==> src/rtl/memory_dump_reader_pkg.sv <==
// Shared memory-bus definitions for the fetch stage, DRAM model and dump reader.
package memory_dump_reader_pkg;

  localparam int PHYS_ADDR_W    = 21;
  localparam int BUS_WORD_BYTES = 8;

  typedef logic [PHYS_ADDR_W-1:0] phys_memory_address_t;

  localparam phys_memory_address_t CODE_SEGMENT_START = 21'h00_0000;
  localparam phys_memory_address_t DATA_SEGMENT_START = 21'h01_0000;

  typedef struct packed {
    logic                 valid;
    phys_memory_address_t addr;
  } mem_req_t;

  typedef struct packed {
    logic                          valid;
    logic [8*BUS_WORD_BYTES-1:0]   data;
  } mem_rsp_t;

  typedef enum logic [2:0] {
    DS_IDLE     = 3'd0,
    DS_REQ      = 3'd1,
    DS_WAIT_RSP = 3'd2,
    DS_DRAIN    = 3'd3,
    DS_FINISH   = 3'd4
  } dump_state_t;

endpackage

==> src/rtl/memory_dump_reader_serializer.sv <==
// Holds one fetched bus word and presents its bytes one at a time on a
// registered valid/ready port, starting at the byte index given on load.
module dump_byte_serializer #(
  parameter int WORD_BYTES = 8
) (
  input  logic                            clk,
  input  logic                            rst_n,
  input  logic                            load,
  input  logic [8*WORD_BYTES-1:0]         load_data,
  input  logic [$clog2(WORD_BYTES)-1:0]   load_idx,
  input  logic                            last_byte,
  input  logic                            out_ready,
  output logic                            out_valid,
  output logic [7:0]                      out_data,
  output logic                            idx_last
);

  localparam int IDX_W = $clog2(WORD_BYTES);

  logic [8*WORD_BYTES-1:0] buf_r;
  logic [IDX_W-1:0]        idx_r;
  logic                    valid_r;
  logic [7:0]              data_r;
  logic [IDX_W-1:0]        idx_inc_s;

  function automatic logic [7:0] pick_byte(input logic [8*WORD_BYTES-1:0] w,
                                           input logic [IDX_W-1:0] i);
    logic [7:0] b;
    b = 8'h00;
    for (int k = 0; k < WORD_BYTES; k++) begin
      if (i == k[IDX_W-1:0]) b = w[8*k +: 8];
    end
    return b;
  endfunction

  assign idx_inc_s = idx_r + IDX_W'(1);
  assign idx_last  = (idx_r == IDX_W'(WORD_BYTES - 1));
  assign out_valid = valid_r;
  assign out_data  = data_r;

  // Word capture and per-byte advance; the word's final byte or the dump's last byte ends the drain
  always_ff @(posedge clk or negedge rst_n) begin
    if (!rst_n) begin
      buf_r   <= {(8*WORD_BYTES){1'b0}};
      idx_r   <= {IDX_W{1'b0}};
      valid_r <= 1'b0;
      data_r  <= 8'h00;
    end else if (load) begin
      buf_r   <= load_data;
      idx_r   <= load_idx;
      valid_r <= 1'b1;
      data_r  <= pick_byte(load_data, load_idx);
    end else if (valid_r && out_ready) begin
      if (last_byte || idx_last) begin
        valid_r <= 1'b0;
      end else begin
        idx_r  <= idx_inc_s;
        data_r <= pick_byte(buf_r, idx_inc_s);
      end
    end
  end

endmodule

==> src/rtl/memory_dump_reader.sv <==
// Bus initiator that reads a contiguous byte range of memory one word at a
// time and streams it out a byte per cycle with its address.
module memory_dump_reader
  import memory_dump_reader_pkg::*;
#(
  parameter int ADDR_W     = PHYS_ADDR_W,
  parameter int WORD_BYTES = BUS_WORD_BYTES,
  parameter int LEN_W      = 21
) (
  input  logic                      clk,
  input  logic                      rst_n,
  input  logic                      start,
  input  logic [ADDR_W-1:0]         start_addr,
  input  logic [LEN_W-1:0]          length,
  output logic                      busy,
  output logic                      done,
  output logic                      mem_req_valid,
  input  logic                      mem_req_ready,
  output logic [ADDR_W-1:0]         mem_req_addr,
  input  logic                      mem_rsp_valid,
  input  logic [8*WORD_BYTES-1:0]   mem_rsp_data,
  output logic                      out_valid,
  input  logic                      out_ready,
  output logic [7:0]                out_data,
  output logic [ADDR_W-1:0]         out_addr
);

  localparam int IDX_W = $clog2(WORD_BYTES);

  dump_state_t       state_r, state_nxt_s;
  logic [ADDR_W-1:0] cur_addr_r, cur_addr_nxt_s, req_addr_r, req_addr_nxt_s;
  logic [LEN_W-1:0]  remain_r, remain_nxt_s;
  logic              busy_r, busy_nxt_s, done_r, done_nxt_s;
  logic              req_valid_r, req_valid_nxt_s;
  logic              out_fire_s, load_s, last_byte_s, idx_last_s;

  assign out_fire_s    = out_valid && out_ready;
  assign load_s        = (state_r == DS_WAIT_RSP) && mem_rsp_valid;
  assign last_byte_s   = (remain_r == LEN_W'(1));
  assign busy          = busy_r;
  assign done          = done_r;
  assign mem_req_valid = req_valid_r;
  assign mem_req_addr  = req_addr_r;
  assign out_addr      = cur_addr_r;

  // State, counters and the outputs registered from next-state decode
  always_ff @(posedge clk or negedge rst_n) begin
    if (!rst_n) begin
      state_r     <= DS_IDLE;
      cur_addr_r  <= {ADDR_W{1'b0}};
      remain_r    <= {LEN_W{1'b0}};
      busy_r      <= 1'b0;
      done_r      <= 1'b0;
      req_valid_r <= 1'b0;
      req_addr_r  <= {ADDR_W{1'b0}};
    end else begin
      state_r     <= state_nxt_s;
      cur_addr_r  <= cur_addr_nxt_s;
      remain_r    <= remain_nxt_s;
      busy_r      <= busy_nxt_s;
      done_r      <= done_nxt_s;
      req_valid_r <= req_valid_nxt_s;
      req_addr_r  <= req_addr_nxt_s;
    end
  end

  // Next-state selection
  always_comb begin
    state_nxt_s = state_r;
    case (state_r)
      DS_IDLE: begin
        if (start) state_nxt_s = (length == {LEN_W{1'b0}}) ? DS_FINISH : DS_REQ;
        else       state_nxt_s = DS_IDLE;
      end
      DS_REQ: begin
        if (mem_req_ready) state_nxt_s = DS_WAIT_RSP;
        else               state_nxt_s = DS_REQ;
      end
      DS_WAIT_RSP: begin
        if (mem_rsp_valid) state_nxt_s = DS_DRAIN;
        else               state_nxt_s = DS_WAIT_RSP;
      end
      DS_DRAIN: begin
        if (!out_fire_s)     state_nxt_s = DS_DRAIN;
        else if (last_byte_s) state_nxt_s = DS_FINISH;
        else if (idx_last_s)  state_nxt_s = DS_REQ;
        else                  state_nxt_s = DS_DRAIN;
      end
      DS_FINISH: state_nxt_s = DS_IDLE;
      default:   state_nxt_s = DS_IDLE;
    endcase
  end

  // Counter updates and next values of the registered outputs
  always_comb begin
    cur_addr_nxt_s = cur_addr_r;
    remain_nxt_s   = remain_r;
    if ((state_r == DS_IDLE) && start && (length != {LEN_W{1'b0}})) begin
      cur_addr_nxt_s = start_addr;
      remain_nxt_s   = length;
    end else if ((state_r == DS_DRAIN) && out_fire_s) begin
      cur_addr_nxt_s = cur_addr_r + ADDR_W'(1);
      remain_nxt_s   = remain_r - LEN_W'(1);
    end else begin
      cur_addr_nxt_s = cur_addr_r;
      remain_nxt_s   = remain_r;
    end
    busy_nxt_s      = (state_nxt_s != DS_IDLE);
    done_nxt_s      = (state_nxt_s == DS_FINISH);
    req_valid_nxt_s = (state_nxt_s == DS_REQ);
    if (state_nxt_s == DS_REQ) begin
      req_addr_nxt_s = {cur_addr_nxt_s[ADDR_W-1:IDX_W], {IDX_W{1'b0}}};
    end else begin
      req_addr_nxt_s = req_addr_r;
    end
  end

  dump_byte_serializer #(
    .WORD_BYTES (WORD_BYTES)
  ) u_serializer (
    .clk        (clk),
    .rst_n      (rst_n),
    .load       (load_s),
    .load_data  (mem_rsp_data),
    .load_idx   (cur_addr_r[IDX_W-1:0]),
    .last_byte  (last_byte_s),
    .out_ready  (out_ready),
    .out_valid  (out_valid),
    .out_data   (out_data),
    .idx_last   (idx_last_s)
  );

endmodule

==> config.mk <==
export PLATFORM = sky130hd
export DESIGN_NAME = memory_dump_reader
export DESIGN_NICKNAME = d
export VERILOG_FILES = /design/src/rtl/memory_dump_reader_pkg.sv /design/src/rtl/memory_dump_reader_serializer.sv /design/src/rtl/memory_dump_reader.sv
export SDC_FILE = /design/constraint.sdc
export NUM_CORES = 1
export LEC_CHECK = 0
export CORE_MARGIN = 1
export CORE_UTILIZATION = 50
export DETAILED_ROUTE_END_ITERATION = 6
export HOLD_SLACK_MARGIN = 0.15
export PLACE_DENSITY = 0.85
export SLEW_MARGIN = 30
export SYNTH_ARGS = -nofsm -noshare
export SYNTH_HDL_FRONTEND = slang
export SYNTH_SLANG_ARGS = --single-unit
==> constraint.sdc <==
create_clock -name clk -period 3.5 [get_ports clk]
set_input_delay 0.525 -clock clk [delete_from_list [all_inputs] [get_ports clk]]
set_output_delay 0.525 -clock clk [all_outputs]
set_load 0.005 [all_outputs]
==> flow_summary.ini, run 1 <==
[logic_synthesis]
yosys_most_used_dff = dfrtp_1
synthTopCellsByCount = 142 x dfrtp_1, 103 x nand2_1, 65 x mux2_2
yosysTopAreaCellShare_pct = 46.38
ys_types = 63
syn_area_um2 = 7661
yosysSeqAreaShare_pct = 46.38
synth_most_common_cell = dfrtp_1
netlist_top_cells_area = dfrtp_1 46%, mux2_2 9.6%, nand2_1 5.0%
synth_largest_area_cell = dfrtp_1
synth-seq-cells = 142
ys.warnings.count = 0
async_reset_ff_share_pct = 100.0
synthCells = 773
synth_edf_count = 0
postSynthAreaPerCell_um2 = 9.911

[setup_path]
path_class = flip-flop to flip-flop
r2r_slack_ns = 0.87
r2r-start = out_addr[0]
worstPathRequired_ns = 3.84
cp.arrival_ns = 2.97
r2r-end = u_serializer.out_data[4]
r2r_cells = 8
end_kind = flip-flop
cp_max_fo = 17
critPathLaunchType = flip-flop

[final_layout]
n_fill_cell = 1107
syn_to_final_growth_pct = 31.52
diodes = 0
finalNonFillerCells = 1118
drive_gt1_share_pct = 14.35
nets = 1049
multi_input_area_um2 = 3786
regArea_um2 = 3553

[drt]
viasPerCell = 6.219
drt_iter0_drc = 679
wl_per_cell_um = 20.25
ant_nets = 0
first_pass_iters = 6
drc = 0
wirelength_mm = 22.64
num_vias = 6953

[placement]
dp_slack_ns = 0.5496
gp_congestion = 0.9143
port_buffers = 162
dp_hpwl_mm = 15.13
placed_cells = 1087

[global_route]
grt_pass1_wl_mm = 36.40
track_usage_pct = 29.63
antenna_found_initial = 0
grt_pass1_vias = 6874
grt_max_degree = 76
grt_overflow = 0

[floorplan]
die_w_um = 125.8
fp.dieH_um = 125.8
core_area_um2 = 14750
num_io_pins = 166
dieArea_um2 = 15820
start_util_pct = 51.93
row_count = 44

[timing]
finalMaxSlewViolations = 0
fmax_mhz = 380.7
worstMarginPinSlew_ns = 0.8939
fin_skew_ns = 0.01034
timing.final.ws_setup_ns = 0.8729
hold_viol = 0
setup_tns_ns = 0
relSlewSlack_pct = 40.41
rsz0062_at_grt = false
finalCriticalPeriod_ns = 2.627
hold_slack_ns = 0.5045
finalCritPeriodShare_pct = 75.06
setup_viol = 0

[job]
cap_violations = 0

[min_path]
holdPathStages = 1
hold_end = mem_req_addr[20]
min_from = mem_req_addr[20]
hold_path_class = flip-flop to flip-flop

[clocking]
clock_path_buffers = 2
clk_pin_slew_ns = 0.06
cts_setup_buffers = 0
cts_tree = done
insertion_delay_ns = 0.43
cts_num_sinks = 142
cts-root-buf = clkbuf_16
htreeDepth = 4
cts_inserted_buffers = 17

[power_and_ir_drop]
max-vdd-ir-drop_mv = 0.5131
power_mw = 9.068
power_density_nw_per_um2 = 900.0
leakagePower_nw = 4.044

[outcome]
outcome = complete, no violations
## per-layer routing
layer  track usage (%)  vias to the layer above  share of wire [%]
li1                  -                     3103                  -
met1             38.82                     3355                 40
met2             47.65                      427                 47
met3             6.585                       68                9.9
met4             12.47                        0                3.0
met5                 0                        -                  0
## stage by stage
step	cell area, um2	utilization, %
detailed placement	9454	64.08
global placement	9454	64.08
CTS	10080	68.29
global route	10080	68.29
floorplan	7669	-
finish	10080	68.29
## worst max-delay path by stage
stage | slack [ns] | cells after the start | startpoint | end
3_5_place_dp | 0.55 | 8 | length[12] | mem_req_addr[3]
5_1_grt | 0.65 | 8 | out_addr[1] | u_serializer.out_data[3]
2_1_floorplan | 1.23 | 8 | remain_r[10] | mem_req_addr[11]
6_report | 0.87 | 8 | out_addr[0] | u_serializer.out_data[4]
4_1_cts | 0.98 | 5 | state_r[1] | remain_r[7]
3_3_place_gp | 0.59 | 8 | length[12] | mem_req_addr[3]
## sequential cells by signal, summed over array words and instances, names as in the netlist, 3 cells and up
signal	count
mem_req_addr	18
out_addr	21
remain_r	21
state_r	3
u_serializer.buf_r	64
u_serializer.idx_r	3
u_serializer.out_data	8
## critical path, stage by stage, from the launching register on
cell	delay, ns
dfrtp_1	0.51
ha_1	0.30
ha_1	0.62
nand2_1	0.20
o21ai_0	0.21
mux2i_1	0.09
o21ai_0	0.31
o2111ai_1	0.18
o21ai_0	0.11
## layout by cell type, fill, tap and decap left out, types with 9 or more instances in the layout
cell             synthesis  final
clkdlybuf4s50_1          0    161
dfrtp_1                142    142
nand2_1                103    103
mux2_2                  65     65
o21ai_0                 63     63
a21oi_1                 47     47
nor2_1                  28     28
inv_1                   26     26
a221o_1                 19     19
clkbuf_16                0     17
o211ai_1                16     16
buf_4                    4     16
nor3_1                  16     15
nand3_1                 15     15
ha_1                    14     14
xor2_1                  13     13
nand3b_1                11     11
xnor2_1                 10     10
a31oi_1                  9      9
mux2_4                   9      9
nor2b_1                  9      9
a221oi_1                 9      9
## layout make-up
class / count / area share (%)
Clock buffer: 20 / 4.433
Tap cell: 184 / 2.285
Inverter: 27 / 1.006
Sequential cell: 142 / 35.27
Multi-Input combinational cell: 554 / 37.58
Clock inverter: 10 / 1.639
Timing Repair Buffer: 181 / 17.79
## power by group
group	leakage, nW	switching, mW	internal [mW]
Sequential	1.73	0.654	2.43
Clock	0.288	0.706	1.20
Combinational	2.02	2.06	2.02
Total	4.04	3.42	5.65
## timing repair
action                                 CTS  global route
hold buffers                             1             0
resized for setup                        0             0
setup endpoints to repair                0             0
endpoints found under the hold margin    3             0
## cells by family after synthesis
family          Yosys count  share of synthesized area [%]
mux                      77                          11.71
fa+ha+maj                14                          2.286
xor+xnor                 23                          2.629
buf+inv                  79                          4.426
flops                   142                          46.38
simple gates            232                          14.91
compound gates          205                          17.61
other cells               1                        0.04895
No activity file was read; power rests on OpenSTA's default activity.
==> run 2: changes to the inputs <==
CORE_UTILIZATION = 47   (was 50)
PLACE_DENSITY = 0.84   (was 0.85)
clock period = 2.4 ns   (was 3.5 ns; I/O delays follow)
==> run 2 against run 1 <==
Global-route usage decreased by 2.4 points. Die area rose by 6.3%. Wire length decreased by 1.5%. Combinational power up 53%. First-iteration DRC count down 22%. Power up 49%. Hold slack lost 0.030 ns. Register-to-register slack lost 0.77 ns. Clock skew hardly changed. Critical path depth unchanged. Sequential power up 44%. Critical endpoint is now u_serializer.out_data[3]. Highest routed layer unchanged.
==> flow_summary.ini, run 2 (synthesized netlist as in run 1, its figures left out) <==
[setup_path]
r2r-end = u_serializer.out_data[3]
cp_max_fo = 6
path_class = flip-flop to flip-flop
r2r_cells = 8
r2r_slack_ns = 0.11
worstPathRequired_ns = 2.74
r2r-start = out_addr[1]
end_kind = flip-flop
cp.arrival_ns = 2.64
critPathLaunchType = flip-flop

[power_and_ir_drop]
power_frac_seq_pct = 32.9
comb_power_share_pct = 46.2
power_density_nw_per_um2 = 1286
p_switching_mw = 5.015
max-vdd-ir-drop_mv = 0.8166
leakagePower_nw = 4.279
clockPowerShare_pct = 21.0
switching_share_pct = 37.05
power_mw = 13.54
intPower_mw = 8.521

[job]
cap_violations = 0

[final_layout]
finalNonFillerCells = 1194
regMostFlops = u_serializer.buf_r
syn_to_final_growth_pct = 37.43
drive_gt1_share_pct = 18.81
final_cell_mix = 161 x clkdlybuf4s50_1, 141 x dfrtp_1, 103 x nand2_1
nets = 1091
n_fill_cell = 1195
largest_reg_flops = 64
diodes = 0
layout_commonest_cell = clkdlybuf4s50_1
fin_area_um2 = 10530
utilization_pct = 66.28

[timing]
setup_tns_ns = 0
finalCriticalPeriod_ns = 2.293
setup_viol = 0
hold_viol = 0
relSlewSlack_pct = 60.36
finalCritPeriodShare_pct = 95.55
hold_slack_ns = 0.4746
rsz0062_at_grt = false
finalMaxSlewViolations = 0
worstMarginPinSlew_ns = 0.5871
timing.final.ws_setup_ns = 0.1068
fmax_mhz = 436.1
fin_skew_ns = 0.009975

[floorplan]
start_util_pct = 48.23
num_io_pins = 166
fp.dieH_um = 129.7
core_area_um2 = 15890
die_w_um = 129.7
row_count = 46
dieArea_um2 = 16810

[placement]
placed_cells = 1160
dp_hpwl_mm = 15.68
dp_slack_ns = -0.3097
gp_congestion = 0.9364
placed_area_um2 = 9864
port_buffers = 162

[clocking]
cts-root-buf = clkbuf_16
cts_inserted_buffers = 17
clock_path_buffers = 2
htreeDepth = 4
clk_pin_slew_ns = 0.06
cts_num_sinks = 142
cts_tree = done
insertion_delay_ns = 0.43

[global_route]
grt_pass1_vias = 6967
grt_overflow = 0
grt_max_degree = 57
track_usage_pct = 27.26
antenna_found_initial = 0
grt_pass1_wl_mm = 35.01

[drt]
drt_iter0_drc = 532
num_vias = 7047
viasPerCell = 5.902
ant_nets = 0
drc = 0
first_pass_iters = 5
wl_per_cell_um = 18.67
wirelength_mm = 22.29

[outcome]
outcome = complete, no violations

[min_path]
hold_path_class = input pin to async pin
==> run 2: what timing repair did <==
| item | 4_1_cts | 5_1_grt |
|---|---|---|
| buffers inserted | 0 | 1 |
| resized for setup | 0 | 5 |
| setup endpoints to repair | 0 | 22 |
| hold buffers | 1 | 0 |
| endpoints found under the hold margin | 53 | 0 |
==> run 2: final cells by class <==
class,instances,area [um2],share of cell area (%)
inverter,27,101.3,0.9626
timing repair buffer,223,2171,20.62
tap,216,270.3,2.567
multi-input combinational,554,3804,36.13
clock inverter,13,185.2,1.759
sequential,142,3555,33.76
clock buffer,19,442.9,4.207
==> run 2: worst max-delay path, stage by stage, from the launching register on <==
cell      delay, ns
dfrtp_1        0.49
inv_1          0.14
ha_1           0.26
nand3b_1       0.18
a21oi_1        0.15
a21oi_1        0.07
o311ai_0       0.53
a41oi_1        0.19
a22oi_1        0.21
==> run 2: how the worst max path moves through the flow <==
stage / start / end / slack [ns] / cells past startpoint
5_1_grt: out_addr[1] / mem_req_addr[18] / 0.005 / 8
4_1_cts: remain_r[1] / mem_req_addr[13] / 0.02 / 9
3_3_place_gp: length[12] / mem_req_addr[9] / -0.32 / 9
3_5_place_dp: length[12] / mem_req_addr[8] / -0.31 / 9
2_1_floorplan: remain_r[10] / mem_req_addr[11] / 0.13 / 8
6_report: out_addr[1] / u_serializer.out_data[3] / 0.11 / 8
==> run 2: power groups by stage <==
stage                     logic, mW  registers (mW)  clock network, mW
after floorplan                3.74            4.22                  0
after global placement         5.93            4.39                  0
after detailed placement       6.08            4.43                  0
after CTS                      6.17            4.41               2.85
after global routing           6.78            4.57               2.94
final                          6.25            4.45               2.84
==> run 2: routing by layer <==
layer | up-vias | GRT usage (%) | part of all wire [%]
met5 | - | 0 | 0
met4 | 0 | 12.24 | 2.5
met1 | 3427 | 34.04 | 40
li1 | 3198 | - | -
met2 | 377 | 45.20 | 49
met3 | 45 | 6.152 | 8.5
